[src/rtl/synch_filter.sv]
`default_nettype none
// ============================================================================
//  Module      : synch_filter
//  Description : Multi-channel input synchronizer with a per-channel
//                stability filter, registered edge pulses and sticky
//                event flags.
//  Revision    : 1.0 - initial release
// ============================================================================
module synch_filter #(
    parameter int               WIDTH     = 1,
    parameter int               STAGES    = 3,
    parameter int               FILTER    = 0,
    parameter logic [WIDTH-1:0] RESET_VAL = '0,
    parameter int               EVT_MODE  = 2
) (
    input  logic             clk,
    input  logic             reset_n,
    input  logic [WIDTH-1:0] i,
    output logic [WIDTH-1:0] o,
    output logic [WIDTH-1:0] rise,
    output logic [WIDTH-1:0] fall,
    output logic [WIDTH-1:0] change,
    input  logic [WIDTH-1:0] evt_clr,
    output logic [WIDTH-1:0] evt_sticky
);

    // FILTER values 0 and 1 both collapse to "accept on the first differing
    // synced cycle", so the terminal count is 0 and a 1-bit counter suffices.
    localparam int               CNT_W        = (FILTER > 2) ? $clog2(FILTER) : 1;
    localparam int               CNT_LAST_INT = (FILTER > 1) ? (FILTER - 1) : 0;
    localparam logic [CNT_W-1:0] CNT_LAST     = CNT_W'(CNT_LAST_INT);

    logic [WIDTH-1:0] sync_q [STAGES];
    logic [WIDTH-1:0] s;
    logic [WIDTH-1:0] upd;

    logic [WIDTH-1:0] o_q,      o_d;
    logic [WIDTH-1:0] rise_q,   rise_d;
    logic [WIDTH-1:0] fall_q,   fall_d;
    logic [WIDTH-1:0] change_q, change_d;
    logic [WIDTH-1:0] sticky_q, sticky_d;
    logic [WIDTH-1:0] evt_set;

    // Synchronizer chain: i enters stage 0, the last stage is the synced value.
    always_ff @(posedge clk or negedge reset_n) begin
        if (!reset_n) begin
            for (int k = 0; k < STAGES; k++) begin
                sync_q[k] <= RESET_VAL;
            end
        end else begin
            sync_q[0] <= i;
            for (int k = 1; k < STAGES; k++) begin
                sync_q[k] <= sync_q[k-1];
            end
        end
    end

    assign s = sync_q[STAGES-1];

    // Per-channel stability counters; upd[k] marks the edge where o[k] flips.
    for (genvar k = 0; k < WIDTH; k++) begin : g_ch
        logic [CNT_W-1:0] cnt_q, cnt_d;
        logic             upd_bit;

        // Count consecutive differing cycles; any agreement restarts the count.
        always_comb begin
            cnt_d   = '0;
            upd_bit = 1'b0;
            if (s[k] != o_q[k]) begin
                if (cnt_q == CNT_LAST) begin
                    upd_bit = 1'b1;
                end else begin
                    cnt_d = cnt_q + CNT_W'(1);
                end
            end
        end

        // Counter register.
        always_ff @(posedge clk or negedge reset_n) begin
            if (!reset_n) begin
                cnt_q <= '0;
            end else begin
                cnt_q <= cnt_d;
            end
        end

        assign upd[k] = upd_bit;
    end

    // Next output level, edge pulses and sticky flags (set wins over clear).
    always_comb begin
        o_d      = (o_q & ~upd) | (s & upd);
        rise_d   = upd & s;
        fall_d   = upd & ~s;
        change_d = rise_d | fall_d;
        evt_set  = rise_d | fall_d;
        if (EVT_MODE == 0) begin
            evt_set = rise_d;
        end else if (EVT_MODE == 1) begin
            evt_set = fall_d;
        end
        sticky_d = (sticky_q & ~evt_clr) | evt_set;
    end

    // Output registers; pulses line up with the first cycle of the new level.
    always_ff @(posedge clk or negedge reset_n) begin
        if (!reset_n) begin
            o_q      <= RESET_VAL;
            rise_q   <= '0;
            fall_q   <= '0;
            change_q <= '0;
            sticky_q <= '0;
        end else begin
            o_q      <= o_d;
            rise_q   <= rise_d;
            fall_q   <= fall_d;
            change_q <= change_d;
            sticky_q <= sticky_d;
        end
    end

    assign o          = o_q;
    assign rise       = rise_q;
    assign fall       = fall_q;
    assign change     = change_q;
    assign evt_sticky = sticky_q;

endmodule
`default_nettype wire

[config.mk]
export PLATFORM = sky130hd
export DESIGN_NAME = synch_filter
export DESIGN_NICKNAME = d
export VERILOG_FILES = /design/src/rtl/synch_filter.sv
export SDC_FILE = /design/constraint.sdc
export NUM_CORES = 1
export LEC_CHECK = 0
export ABC_AREA = 1
export BUFFER_PORTS_ARGS = -buffer_cell sky130_fd_sc_hd__buf_2
export CAP_MARGIN = 10
export CORE_AREA = 2 2 39 41
export CTS_CLUSTER_DIAMETER = 80
export CTS_CLUSTER_SIZE = 8
export DETAILED_ROUTE_END_ITERATION = 10
export DIE_AREA = 0 0 41 43
export PLACE_DENSITY = 0.46
export REMOVE_ABC_BUFFERS = 1
export SYNTH_ARGS = -nofsm -noshare
export SYNTH_HDL_FRONTEND = slang
export SYNTH_SLANG_ARGS = --single-unit
[constraint.sdc]
create_clock -name clk -period 1.2 [get_ports clk]
set_input_delay 0.06 -clock clk [delete_from_list [all_inputs] [get_ports clk]]
set_output_delay 0.06 -clock clk [all_outputs]
set_load 0.01 [all_outputs]
# After elaboration in Yosys (flattened, before gate mapping)
# Cells that the tools add are included.
[word_totals]
ff_bits = 9
in_bits = 4
output_inout_bits = 5
elab_cells = 25
[classes]
n_addsub = 1
eq_ne = 1
n_mux = 4
n_bitwise = 10
[op_table]
columns = ["op", "count"]
rows = [
  ["1-bit AND", 4],
  ["1-bit two-way mux", 4],
  ["1-bit NOT", 3],
  ["1-bit bitwise OR", 3],
  ["1-bit adder, second input constant", 1],
  ["1-bit inequality test", 1],
]

# Depth between registers and ports, before layout
# Gate-level depths: netlist of run 1.
[logic_depth]
word_depth = 5
ltp_mapped = 3
mapped_depth_nobuf = 3

# Worst setup path before layout of run 1
# OpenSTA, ideal clock, no wires.
[synth_path]
path_kind = "reg-to-reg"
start = "register o_q (netlist: o)"
end = "register o_q (netlist: o)"
setup_time_ns = 0.124
arrival_ns = 0.846
required_time_ns = 1.076
setup_slack_ns = 0.229
stages_incl_launch_ff = 4
path_buffers = 0
period_less_slack_ns = 0.971
cell_sequence = "dfrtp_1 > inv_1 > ha_1 > or2_1"
[synth_via]
word_cells_on_any_way = 6
cone_classes = "1 x eq/ne; 1 x mux; 4 x bitwise"
[synth_lines]
columns = ["item", "line", "source"]
rows = [
  ["from (decl)", "37", "logic [WIDTH-1:0] o_q, o_d;"],
  ["from (signal assigned)", "108", "o_q <= RESET_VAL;"],
  ["from (signal assigned)", "114", "o_q <= o_d;"],
  ["1-bit inequality test", "69", "if (s[k] != o_q[k]) begin"],
  ["1-bit two-way mux", "69", ""],
  ["1-bit AND", "-", ""],
  ["via rise_d", "38", "logic [WIDTH-1:0] rise_q, rise_d;"],
  ["1-bit bitwise OR", "92", "o_d = (o_q & ~upd) | (s & upd);"],
  ["via o_d", "37", ""],
]
# The timed path passes the listed nets, and every way through them passes these cells.

# Worst setup path in the final report of run 1
# Same ends and word-level chain as after synthesis.

==> results of run 1 <==
==> cell usage in the layout, fill, tap and decap left out <==
cell type and instances:
inv_1 4, dfrtp_1 8, buf_2 8, dlygate4sd3_1 2, ha_1 3, or2_1 1, nand2_1 2, clkbuf_4 3
==> cell usage after synthesis <==
| cell | n | area share (%) |
|---|---|---|
| dfrtp_1 | 8 | 75 |
| inv_1 | 4 | 5.6 |
| ha_1 | 3 | 14 |
| nand2_1 | 2 | 2.8 |
| or2_1 | 1 | 2.3 |
==> worst max path at each step <==
stage                     startpoint  endpoint  slack [ns]
after floorplan                    o         o        0.23
after global placement             o         o        0.28
after detailed placement           o         o        0.24
after CTS                          o         o        0.23
after global routing               o         o        0.20
final                              o         o        0.24
==> cells by family (layout without fill, tap and decap cells) <==
kind of cell | count (synthesis) | in the layout | share of synthesized area (%)
buffers and inverters | 4 | 17 | 5.63
DFF | 8 | 8 | 75.1
adders and majority gates | 3 | 3 | 14.1
and+or+nand+nor | 3 | 3 | 5.17
==> critical path: stages, from the launching register on <==
cell	delay [ns]
dfrtp_1	0.39
inv_1	0.06
ha_1	0.20
or2_1	0.20
==> layout make-up <==
| class | count | area [um2] |
|---|---|---|
| clock buffers | 3 | 22.5 |
| fillers | 140 | 1010 |
| inverters | 4 | 15.0 |
| multi-input cells | 6 | 51.3 |
| flip-flops and latches | 8 | 200 |
| well taps | 16 | 20.0 |
| repair buffers | 10 | 60.1 |
==> power by group through the flow <==
stage               Combinational [uW]  Clock, uW  Sequential [uW]
finish                            79.5        202              314
global route                      91.6        232              317
CTS                               81.9        218              314
detailed placement                76.7          0              318
global placement                  72.4          0              316
floorplan                         20.8          0              331
==> registers in the layout, summed over array words and instances (netlist names) <==
| register | cells |
|---|---|
| change | 1 |
| evt_sticky | 1 |
| fall | 1 |
| o | 1 |
| rise | 1 |
| s | 1 |
| sync_q | 2 |
==> layer usage <==
layer	part of all wire [%]	GRT usage, %	wire length (um)	vias to the layer above
met5	0	0	0	-
met4	0	6.00	0	0
met3	13	6.28	55	0
met2	41	8.13	171	9
met1	45	7.33	188	75
li1	-	-	-	79
==> stage by stage <==
step | hold WS [ns] | power (uW)
final | 0.0312 | 595
after global routing | 0.0459 | 640
after CTS | 0.0177 | 614
after detailed placement | -0.0917 | 395
after global placement | -0.102 | 389
after floorplan | -0.236 | 352
==> flow_summary.ini, run 1 <==
[run_status]
status = finished clean

[worst_setup_path]
critPathKind = flop to flop
crit_fanout = 4
critPathArrivalTime_ns = 1.10
reg2reg_depth = 3
critPathRequiredTime_ns = 1.34
timing.rr.start = o
regToRegSetupSlack_ns = 0.24
start_kind = flop
timing.rr.end = o
cp-end-kind = flop

[run]
cap_violations = 0

[pwr]
pwr-share-clk_pct = 33.9
power.share.switching_pct = 24.3
ir_drop_v = 0.000463
powerDensity_mw_per_mm2 = 1610
p_switching_uw = 144
power_frac_seq_pct = 52.8
cellLeakagePower_uw = 0.000203
combPwrFrac_pct = 13.3
p_int_uw = 451

[clocking]
cts.sinks = 8
post_cts_buffers = 0
hold_buffers = 2
cts_tree = yes
htreeDepth = 1
cts_root_buffer = clkbuf_4
ctsResizeCount = 0
cts_buffers = 3
clkLatencyLatePin_ns = 0.25
cts_buffer_depth = 2
clkTransAtPathRegs_ns = 0.05

[grt]
grt_max_degree = 9
grt_pass1_wl_um = 710
grt_pass1_vias = 183
grt_use_total_pct = 7.01
antenna_found_initial = 0
grt_overflow = 0

[placement]
gp_congestion = 0.560
post-place-ws_ns = 0.239
hpwl_um = 304
io_buffer_count = 8
place_inst = 42
placedInstanceArea_um2 = 327

[hold_path]
hold_path.class = input pin to flop
min_to = evt_sticky
min_from = evt_clr
holdPathStages = 4

[sta]
rsz0062_at_grt = false
setup_viol = 0
fmax_mhz = 1040
slew_headroom_pct = 88.5
hold_viol = 0
worstMarginPinSlew_ns = 0.172
post-route-period-util_pct = 80.4
fin_tns_setup_ns = 0
fin_ws_ns = 0.235
fin_skew_ns = 0.00381
min_period_ns = 0.965
finalMaxSlewViolations = 0

[route]
dr_total_vias = 163
vias_per_cell = 3.47
drtAntennaViolNets = 0
drtIter0Drc = 2
drt_first_pass_iters = 2
wl_per_cell_um = 8.83
wl_um = 415
drc = 0

[floorplanning]
std_cell_rows = 14
io_pins = 9
die-area_mm2 = 0.00176
die_h_um = 43
start_util_pct = 19.3
die_w_um = 41
core_mm2 = 0.00138

[finish]
final_cell_area_um2 = 369
instances_no_fill = 47
finalNetCount = 40
syn2layout_area_growth_pct = 38.5
post-route-util_pct = 26.7
diodes = 0
drive_gt1_share_pct = 35.5

[synthesis]
synthCells = 18
synth-seq-cells = 8
syn_area_per_cell_um2 = 14.8
ys_seq_area_share_pct = 75.1
ys_types = 5
netlist_area_um2 = 267
yosysWarningCount = 0
Power figures use the tool's default switching activity.
==> run 2, diff against run 1 <==
- clock period: 1.2 -> 0.91 ns (I/O delays scaled with it)
==> flow_summary.ini, run 2 (same netlist as run 1, synthesis figures left out) <==
[run_status]
status = complete, but fails checks
failed_checks = negative setup slack

[pwr]
power_uw = 819
ir_drop_v = 0.00113
cellLeakagePower_uw = 0.000206
powerDensity_mw_per_mm2 = 2080

[placement]
placedInstanceArea_um2 = 327
gp_congestion = 0.544
hpwl_um = 285
io_buffer_count = 8
place_inst = 42

[grt]
use_met2_pct = 7.81
grt_max_degree = 9
top_usage_layer = met3
grt_pass1_wl_um = 710
antenna_found_initial = 0
grt_use_met3_pct = 9.42
met1_usage_pct = 7.69
grt_use_total_pct = 7.01
grt_pass1_vias = 181
grt_overflow = 0

[run]
cap_violations = 0

[worst_setup_path]
crit_fanout = 4
cp_top_family = flip-flops
critPathRequiredTime_ns = 1.05
max_stage_delay_ns = 0.41
crit_chain = ha_2 -> or2_1
critPathKind = flop to flop
cp_slowest_cell = dfrtp_1
cp-end-kind = flop
critPathArrivalTime_ns = 1.08
path_buf_inv = 0
start_kind = flop

[finish]
largest_reg_flops = 2
syn2layout_area_growth_pct = 47.9
final_cell_area_um2 = 394
drive_gt1_share_pct = 50.0
final_cell_mix = 8 x dfrtp_1, 8 x buf_2, 3 x inv_1, 3 x clkbuf_4, 2 x dlygate4sd3_1
diodes = 0
finalNetCount = 41
instances_no_fill = 48
top_register = sync_q

[route]
dr_total_vias = 168
drc = 0
drt_first_pass_iters = 2
drtIter0Drc = 1
wl_um = 430
wl_per_cell_um = 8.96
vias_per_cell = 3.50
drtAntennaViolNets = 0

[sta]
setup_viol = 1
min_period_ns = 0.940
fmax_mhz = 1060
post-route-period-util_pct = 103
fin_skew_ns = 0.00355
finalMaxSlewViolations = 0
hold_viol = 0
fin_ws_ns = -0.0298
slew_headroom_pct = 88.1
worstMarginPinSlew_ns = 0.178
rsz0062_at_grt = true
hold_ws_ns = 0.0353
fin_tns_setup_ns = -0.0298

[hold_path]
hold_path.class = input pin to flop

[clocking]
cts_tree = yes
clkLatencyLatePin_ns = 0.25
cts_buffers = 3
cts.sinks = 8
cts_root_buffer = clkbuf_4
clkTransAtPathRegs_ns = 0.06
cts_buffer_depth = 2
htreeDepth = 1

[floorplanning]
die_w_um = 41
std_cell_rows = 14
io_pins = 9
core_mm2 = 0.00138
die-area_mm2 = 0.00176
die_h_um = 43
start_util_pct = 19.3
-- run 2: power breakdown --
part / switching (uW) / internal (uW) / leakage, uW / total [uW]
logic: 65.3 / 66.1 / 0.0000970 / 131
clock network: 120 / 151 / 0.0000138 / 271
registers: 20.6 / 395 / 0.0000951 / 416
-- run 2: stage by stage --
stage,setup slack [ns],util [%]
4_1_cts,-0.0351,27.4
5_1_grt,-0.0510,28.5
3_5_place_dp,-0.0631,23.6
3_3_place_gp,-0.0169,23.6
6_report,-0.0298,28.5
2_1_floorplan,-0.0605,-
-- run 2: area by class of cell --
cell class | count | area [um2]
Tap cell | 16 | 20.0
Multi-Input combinational cell | 6 | 68.8
Inverter | 4 | 15.0
Timing Repair Buffer | 11 | 67.6
Clock buffer | 3 | 22.5
Fill cell | 145 | 990
Sequential cell | 8 | 200
-- run 2: worst register-to-register path, cell delays in order (launching register included) --
cell,delay (ns)
dfrtp_1,0.41
ha_2,0.19
or2_1,0.22
-- run 2: worst paths after layout --
check | end | slack (ns) | from | cells past startpoint
worst max register to register | o | -0.03 | o | 2
min in group asynchronous | rise | 0.16 | reset_n | 2
worst min-delay path | evt_sticky | 0.04 | evt_clr | 4
worst min register to register | sync_q[1] | 0.35 | sync_q[2] | 0
max in group asynchronous | sync_q[1] | 0.59 | reset_n | 2
worst max-delay path | o | -0.03 | o | 2
-- run 2: layer usage --
metal  vias to the layer above  routed length [um]
li1                         81                   -
met1                        75                 191
met2                        12                 170
met3                         0                  68
met4                         0                   0
met5                         -                   0
-- run 2: what timing repair did --
| action | CTS | global route |
|---|---|---|
| setup endpoints to repair | 3 | 3 |
| gates resized for setup | 1 | 4 |
| buffers inserted | 1 | 0 |
| pin swaps | 0 | 1 |
| hold buffers | 2 | 0 |
| endpoints found under the hold margin | 9 | 0 |
